## config.mk

```make
export PLATFORM = sky130hd
export DESIGN_NAME = sram_access_ctrl
export DESIGN_NICKNAME = d
export VERILOG_FILES = /design/src/rtl/sram_access_ctrl.sv
export SDC_FILE = /design/constraint.sdc
export NUM_CORES = 1
export LEC_CHECK = 0
export BUFFER_PORTS_ARGS = -buffer_cell sky130_fd_sc_hd__buf_4
export CAP_MARGIN = 20
export CORE_MARGIN = 5
export CORE_UTILIZATION = 30
export DETAILED_ROUTE_END_ITERATION = 10
export PLACE_DENSITY_LB_ADDON = 0.12
export SETUP_SLACK_MARGIN = 0.4
export SYNTH_ARGS = -nofsm -noshare
export SYNTH_HDL_FRONTEND = slang
export SYNTH_SLANG_ARGS = --single-unit
export TNS_END_PERCENT = 1
```

## constraint.sdc

```tcl
create_clock -name clk -period 1.5 [get_ports clk]
set_input_delay 0.075 -clock clk [delete_from_list [all_inputs] [get_ports clk]]
set_output_delay 0.075 -clock clk [all_outputs]
set_load 0.05 [all_outputs]
```

## src/rtl/sram_access_ctrl.sv

```systemverilog
// -----------------------------------------------------------------------------
// sram_access_ctrl
//
// Digital access sequencer for the mixed-signal SRAM array. Accepts one read
// or write request at a time and walks the array through an ordered,
// non-overlapping set of analog control phases:
//
//   IDLE -> PRE -> GAP -> WL -> (read: SENSE ->) RESP -> IDLE
//
// Every analog enable is decoded only from registered state (state_q, addr_q,
// we_q, wdata_q). There is no combinational path from req_* or rsp_ready to
// pre_n/wl/wr_en/bl_data/sae. This keeps the level-shifted gate drives glitch
// free with respect to the digital request port.
//
// Handshake semantics (both ports): a transfer happens on the rising clk edge
// where valid && ready are both high. The producer holds valid (and its
// payload) stable until that edge. req_ready is high only in IDLE, so a request
// presented while busy is simply not taken until the controller returns to
// IDLE. rsp_valid is held, with rsp_rdata stable, until rsp_ready is seen.
//
// Ports
//   clk        : array control clock, all state on the rising edge
//   rst_n      : asynchronous active-low reset, discards any in-flight op
//   req_valid  : request present
//   req_ready  : controller can accept (IDLE only)
//   req_we     : 1 = write, 0 = read
//   req_addr   : row address
//   req_wdata  : write data
//   rsp_valid  : operation complete (read data valid for reads)
//   rsp_ready  : consumer accepts the response
//   rsp_rdata  : captured read data (left unchanged by writes)
//   pre_n      : bitline precharge, active-low
//   wl         : one-hot wordline enables, 2**ADDR_W wide
//   wr_en      : write driver enable
//   bl_data    : write driver data, forced to 0 whenever wr_en is low
//   sae        : sense-amp enable
//   sa_out     : sense-amp outputs, valid while sae is high
//   dbg_state  : current FSM state encoding, for observation only
// -----------------------------------------------------------------------------
module sram_access_ctrl #(
  parameter int ADDR_W  = 4,
  parameter int DATA_W  = 8,
  parameter int PRE_CYC = 2,
  parameter int WL_CYC  = 3,
  parameter int WR_CYC  = 3,
  parameter int SAE_CYC = 1
) (
  input  logic                      clk,
  input  logic                      rst_n,
  input  logic                      req_valid,
  output logic                      req_ready,
  input  logic                      req_we,
  input  logic [ADDR_W-1:0]         req_addr,
  input  logic [DATA_W-1:0]         req_wdata,
  output logic                      rsp_valid,
  input  logic                      rsp_ready,
  output logic [DATA_W-1:0]         rsp_rdata,
  output logic                      pre_n,
  output logic [(1<<ADDR_W)-1:0]    wl,
  output logic                      wr_en,
  output logic [DATA_W-1:0]         bl_data,
  output logic                      sae,
  input  logic [DATA_W-1:0]         sa_out,
  output logic [2:0]                dbg_state
);

  localparam int ROWS = 1 << ADDR_W;

  function automatic int max_of4(input int a, input int b, input int c, input int d);
    int m;
    m = a;
    if (b > m) m = b;
    if (c > m) m = c;
    if (d > m) m = d;
    return m;
  endfunction

  localparam int MAX_CYC = max_of4(PRE_CYC, WL_CYC, WR_CYC, SAE_CYC);
  localparam int CNT_W   = $clog2(MAX_CYC + 1);

  // A zero-length phase would collapse break-before-make ordering.
  generate
    if (PRE_CYC < 1 || WL_CYC < 1 || WR_CYC < 1 || SAE_CYC < 1) begin : g_cfg_err
      $error("sram_access_ctrl: every *_CYC parameter must be at least 1");
    end
  endgenerate

  // The counter is loaded with (length - 1) on phase entry and the phase ends
  // on the cycle where it reads zero, so a phase lasts exactly its length.
  localparam logic [CNT_W-1:0] PRE_LD = CNT_W'(PRE_CYC - 1);
  localparam logic [CNT_W-1:0] WL_LD  = CNT_W'(WL_CYC - 1);
  localparam logic [CNT_W-1:0] WR_LD  = CNT_W'(WR_CYC - 1);
  localparam logic [CNT_W-1:0] SAE_LD = CNT_W'(SAE_CYC - 1);

  typedef enum logic [2:0] {
    S_IDLE  = 3'd0,
    S_PRE   = 3'd1,
    S_GAP   = 3'd2,
    S_WL    = 3'd3,
    S_SENSE = 3'd4,
    S_RESP  = 3'd5
  } state_t;

  state_t              state_q, state_d;
  logic [CNT_W-1:0]    cnt_q, cnt_d;
  logic                we_q;
  logic [ADDR_W-1:0]   addr_q;
  logic [DATA_W-1:0]   wdata_q;
  logic [DATA_W-1:0]   rdata_q;

  logic                cnt_last;
  logic                accept;
  logic                capture;

  assign cnt_last = (cnt_q == '0);
  assign accept   = (state_q == S_IDLE) && req_valid;
  assign capture  = (state_q == S_SENSE) && cnt_last;

  // ---------------------------------------------------------------------------
  // State and phase counter register
  // ---------------------------------------------------------------------------
  always_ff @(posedge clk or negedge rst_n) begin
    if (!rst_n) begin
      state_q <= S_IDLE;
      cnt_q   <= '0;
    end else begin
      state_q <= state_d;
      cnt_q   <= cnt_d;
    end
  end

  // ---------------------------------------------------------------------------
  // Next-state logic
  // ---------------------------------------------------------------------------
  always_comb begin
    state_d = state_q;
    cnt_d   = cnt_q;
    case (state_q)
      S_IDLE: begin
        if (req_valid) begin
          state_d = S_PRE;
          cnt_d   = PRE_LD;
        end
      end
      S_PRE: begin
        if (cnt_last) begin
          state_d = S_GAP;
        end else begin
          cnt_d = cnt_q - 1'b1;
        end
      end
      S_GAP: begin
        // Single dead cycle between precharge release and wordline rise.
        state_d = S_WL;
        cnt_d   = we_q ? WR_LD : WL_LD;
      end
      S_WL: begin
        if (cnt_last) begin
          if (we_q) begin
            state_d = S_RESP;
          end else begin
            state_d = S_SENSE;
            cnt_d   = SAE_LD;
          end
        end else begin
          cnt_d = cnt_q - 1'b1;
        end
      end
      S_SENSE: begin
        if (cnt_last) begin
          state_d = S_RESP;
        end else begin
          cnt_d = cnt_q - 1'b1;
        end
      end
      S_RESP: begin
        if (rsp_ready) begin
          state_d = S_IDLE;
        end
      end
      default: begin
        state_d = S_IDLE;
        cnt_d   = '0;
      end
    endcase
  end

  // ---------------------------------------------------------------------------
  // Request latch and read-data capture
  // ---------------------------------------------------------------------------
  always_ff @(posedge clk or negedge rst_n) begin
    if (!rst_n) begin
      we_q    <= 1'b0;
      addr_q  <= '0;
      wdata_q <= '0;
    end else if (accept) begin
      we_q    <= req_we;
      addr_q  <= req_addr;
      wdata_q <= req_wdata;
    end
  end

  // Sense-amp data is sampled on the edge that ends the last SENSE cycle, so
  // the amplifiers have had the full SAE_CYC window to resolve.
  always_ff @(posedge clk or negedge rst_n) begin
    if (!rst_n) begin
      rdata_q <= '0;
    end else if (capture) begin
      rdata_q <= sa_out;
    end
  end

  // ---------------------------------------------------------------------------
  // Output decode (registered state only)
  // ---------------------------------------------------------------------------
  always_comb begin
    req_ready = 1'b0;
    rsp_valid = 1'b0;
    pre_n     = 1'b1;
    wr_en     = 1'b0;
    sae       = 1'b0;
    case (state_q)
      S_IDLE: begin
        req_ready = 1'b1;
        pre_n     = 1'b0;
      end
      S_PRE: begin
        pre_n = 1'b0;
      end
      S_GAP: begin
        pre_n = 1'b1;
      end
      S_WL: begin
        wr_en = we_q;
      end
      S_SENSE: begin
        sae = 1'b1;
      end
      S_RESP: begin
        rsp_valid = 1'b1;
        pre_n     = 1'b0;
      end
      default: begin
        pre_n = 1'b0;
      end
    endcase
  end

  // One-hot wordline decode, only ever active in the WL state.
  always_comb begin
    wl = '0;
    for (int i = 0; i < ROWS; i++) begin
      wl[i] = (state_q == S_WL) && (addr_q == ADDR_W'(i));
    end
  end

  assign bl_data   = wr_en ? wdata_q : '0;
  assign rsp_rdata = rdata_q;
  assign dbg_state = state_q;

endmodule

```

==> impl_metrics.csv <==
group,metric,value,unit
synthesis,synthTopCellsByArea,"dfrtp_1, mux2_2, nor2_1",
timing,post-route-period-util,1.14,
worst_setup_path,crit_path_start_kind,"flip-flop",
synthesis,syn_area,1370,sq um
synthesis,ys_top_cells_by_count,"dfrtp_1, mux2_2, nor2_1",
synthesis,synth_area_per_cell,10.2,sq um
synthesis,synth_cell_types,29,
synthesis,synth_edf_count,0,
worst_setup_path,end_kind,"flip-flop",
clock_network,clock-sinks,26,
clock_network,clk_pin_slew_worst_paths,0.09,ns
floorplanning,core_area,4380,sq um
clock_network,clock-root-buffer,"clkbuf_8",
timing,fmax,584,MHz
grt,grt_pass1_vias,1499,
timing,setup_slack,-0.214,ns
routing,drc,0,
grt,grt_max_degree,27,
routing,firstDrtPassIters,4,
power_and_ir_drop,ir_worst_vdd,1.11,mV
timing,fin_skew,0.00514,ns
floorplanning,start_util,0.312,
synthesis,yosys.area.top_type,"dfrtp_1",
synthesis,synth_nets,162,
status,status,"finished, violations left",
grt,grt_antenna_before_repair,0,
synthesis,synth_cells,134,
worst_setup_path,critical_path_buf_inv_count,2,
floorplanning,die_h,77.5,um
worst_setup_path,worstPathRequired,1.71,ns
floorplanning,die-area,6010,sq um
hold_path,hold_path_class,"primary input to flip-flop",
floorplanning,io_pins,65,
grt,grt_use_total,0.140,
synthesis,yosysSeqAreaShare,0.476,
routing,wl,4330,um
worst_setup_path,path_delay_family,"compound AO/OA/AOI/OAI gates",
synthesis,synth.most_common_cell,"dfrtp_1",
clock_network,htreeDepth,1,
synthesis,synth_flop_cell,"dfrtp_1",
clock_network,clock_insertion_delay_worst_skew,0.27,ns
timing,rsz0062_at_grt,"true",
place,io_buffers,64,
clock_network,cts_tree,"built",
flow_run,max_cap_viol_count,0,
synthesis,netlist.area_leader.share,0.476,
final_layout,post_route_cells_drive_above_1_share,0.689,
synthesis,ys.warnings.count,0,
place,pre_cts_slack,-0.141,ns
timing,setup_viol,49,
timing,period_minus_slack,1.71,ns
timing,drv_slew,0,
worst_setup_path,cp_max_fo,3,
worst_setup_path,worst_path_max_delay_cell,"dfrtp_2",
grt,overflow,0,
timing,hold_viol,0,
grt,grt_pass1_wl,7040,um
place,place_congestion,0.839,
status,violations,"setup timing",
power_and_ir_drop,powerDensity,2220,nW/um^2
worst_setup_path,path_cells,"buf_4 -> buf_4 -> o21ai_1 -> a31oi_4 -> a31oi_4 -> mux2_4 -> nand3_1",
floorplanning,die_width,77.5,um
synthesis,ys_ff_latch,26,
power_and_ir_drop,design_power_total,5770,uW
power_and_ir_drop,leakage,0.00124,uW
clock_network,cts_made_buffers,3,
worst_setup_path,slowest_delay,0.43,ns
timing,relSlewSlack,0.771,
routing,drt-initial-drc-count,53,
routing,wire_per_inst,15.6,um
routing,drt-vias-per-instance,4.86,
place,dp_hpwl,3170,um
final_layout,nNetsFinal,254,
timing,tightest_slew,0.344,ns
routing,dr_total_vias,1346,
synthesis,synthArstFlopShare,1.00,
worst_setup_path,critPathKind,"flip-flop to flip-flop",
final_layout,antenna_cells,0,
floorplanning,row_count,24,
worst_setup_path,cp.arrival,1.92,ns
clock_network,cts.path.max_buffers,2,
routing,ant_nets,0,
worst_setup_path,r2r_slack,-0.21,ns
final_layout,syn_to_final_growth,89.7,%
worst paths after layout:
check	start	to	cells past startpoint
worst max-delay path	dbg_state[0]	cnt_q[0]	7
worst min-delay path	req_we	we_q	3
worst max register to register	dbg_state[0]	cnt_q[0]	7
worst min register to register	rsp_rdata[4]	rsp_rdata[4]	1
max in group asynchronous	rst_n	dbg_state[0]	2
min in group asynchronous	rst_n	rsp_rdata[7]	2
repair_timing:
action | 4_1_cts | 5_1_grt
resized for setup | 50 | 22
endpoints found under the setup margin | 58 | 58
hold endpoints to repair | 26 | 0
pin swaps | 7 | 10
buffers inserted | 0 | 6
hold buffers | 1 | 0
sequential cells by signal (all words and copies together), names as in the netlist:
signal     count
we_q           1
rsp_rdata      8
addr_q         4
cnt_q          2
wdata_q        8
dbg_state      3
through the flow:
step           hold slack, ns  cell area, sq um  std cells  utilization  setup TNS [ns]
2_1_floorplan          -0.221              1510        134            -          -13.09
3_3_place_gp          0.00350              2200        266        0.503          -0.962
3_5_place_dp           0.0116              2200        266        0.503           -1.32
4_1_cts                0.0140              2470        271        0.563           -4.98
5_1_grt                0.0187              2590        277        0.592           -7.29
6_report               0.0174              2590        277        0.592           -4.26
logic make-up (layout without fill, tap and decap cells):
logic type	count (synthesis)	count (layout)	share of synthesized area
simple gates	54	54	0.198
flops	26	26	0.476
mux	22	22	0.180
compound gates	14	14	0.0650
buf+inv	13	104	0.0412
fa+ha+maj	3	3	0.0275
xor+xnor	2	2	0.0128
cell usage in the layout (no fill, tap or decap), drive strengths merged, types with 2 or more instances in the layout:
cell / Yosys / layout
buf: 4 / 94
nand2b: 4 / 4
nor2: 17 / 17
a21oi: 2 / 2
or3: 2 / 2
mux2: 21 / 21
nor3: 6 / 6
ha: 3 / 3
o21ai: 5 / 5
nand3: 2 / 2
xnor2: 2 / 2
dfrtp: 26 / 26
and3: 10 / 10
and2: 3 / 3
inv: 5 / 5
clkbuf: 4 / 3
a31oi: 2 / 2
nand2: 7 / 7
worst reg2reg max path, cell delays in order (launching register included):
cell and delay [ns]:
dfrtp_2 0.43, buf_4 0.15, buf_4 0.13, o21ai_1 0.21, a31oi_4 0.14, a31oi_4 0.20, mux2_4 0.32, nand3_1 0.08
report_power, final:
group / total (uW) / internal, uW / switching (uW)
logic: 3880 / 1780 / 2100
clock network: 584 / 357 / 227
registers: 1300 / 1040 / 262
total: 5770 / 3180 / 2580
metal layers:
layer,track usage,vias to the layer above,wire length [um]
met5,0,-,0
met4,0.0464,0,45
met3,0.0289,4,233
met2,0.252,44,2330
met1,0.165,652,1720
li1,-,646,-
cell type report:
| class | count | area, sq um |
|---|---|---|
| multi-input combinational | 95 | 900 |
| clock buffer | 3 | 41.3 |
| tap | 52 | 65.1 |
| inverter | 5 | 18.8 |
| timing repair buffer | 95 | 883 |
| fill | 377 | 1790 |
| clock inverter | 1 | 30.0 |
| sequential | 26 | 656 |
(Power assumes the default switching activity.)
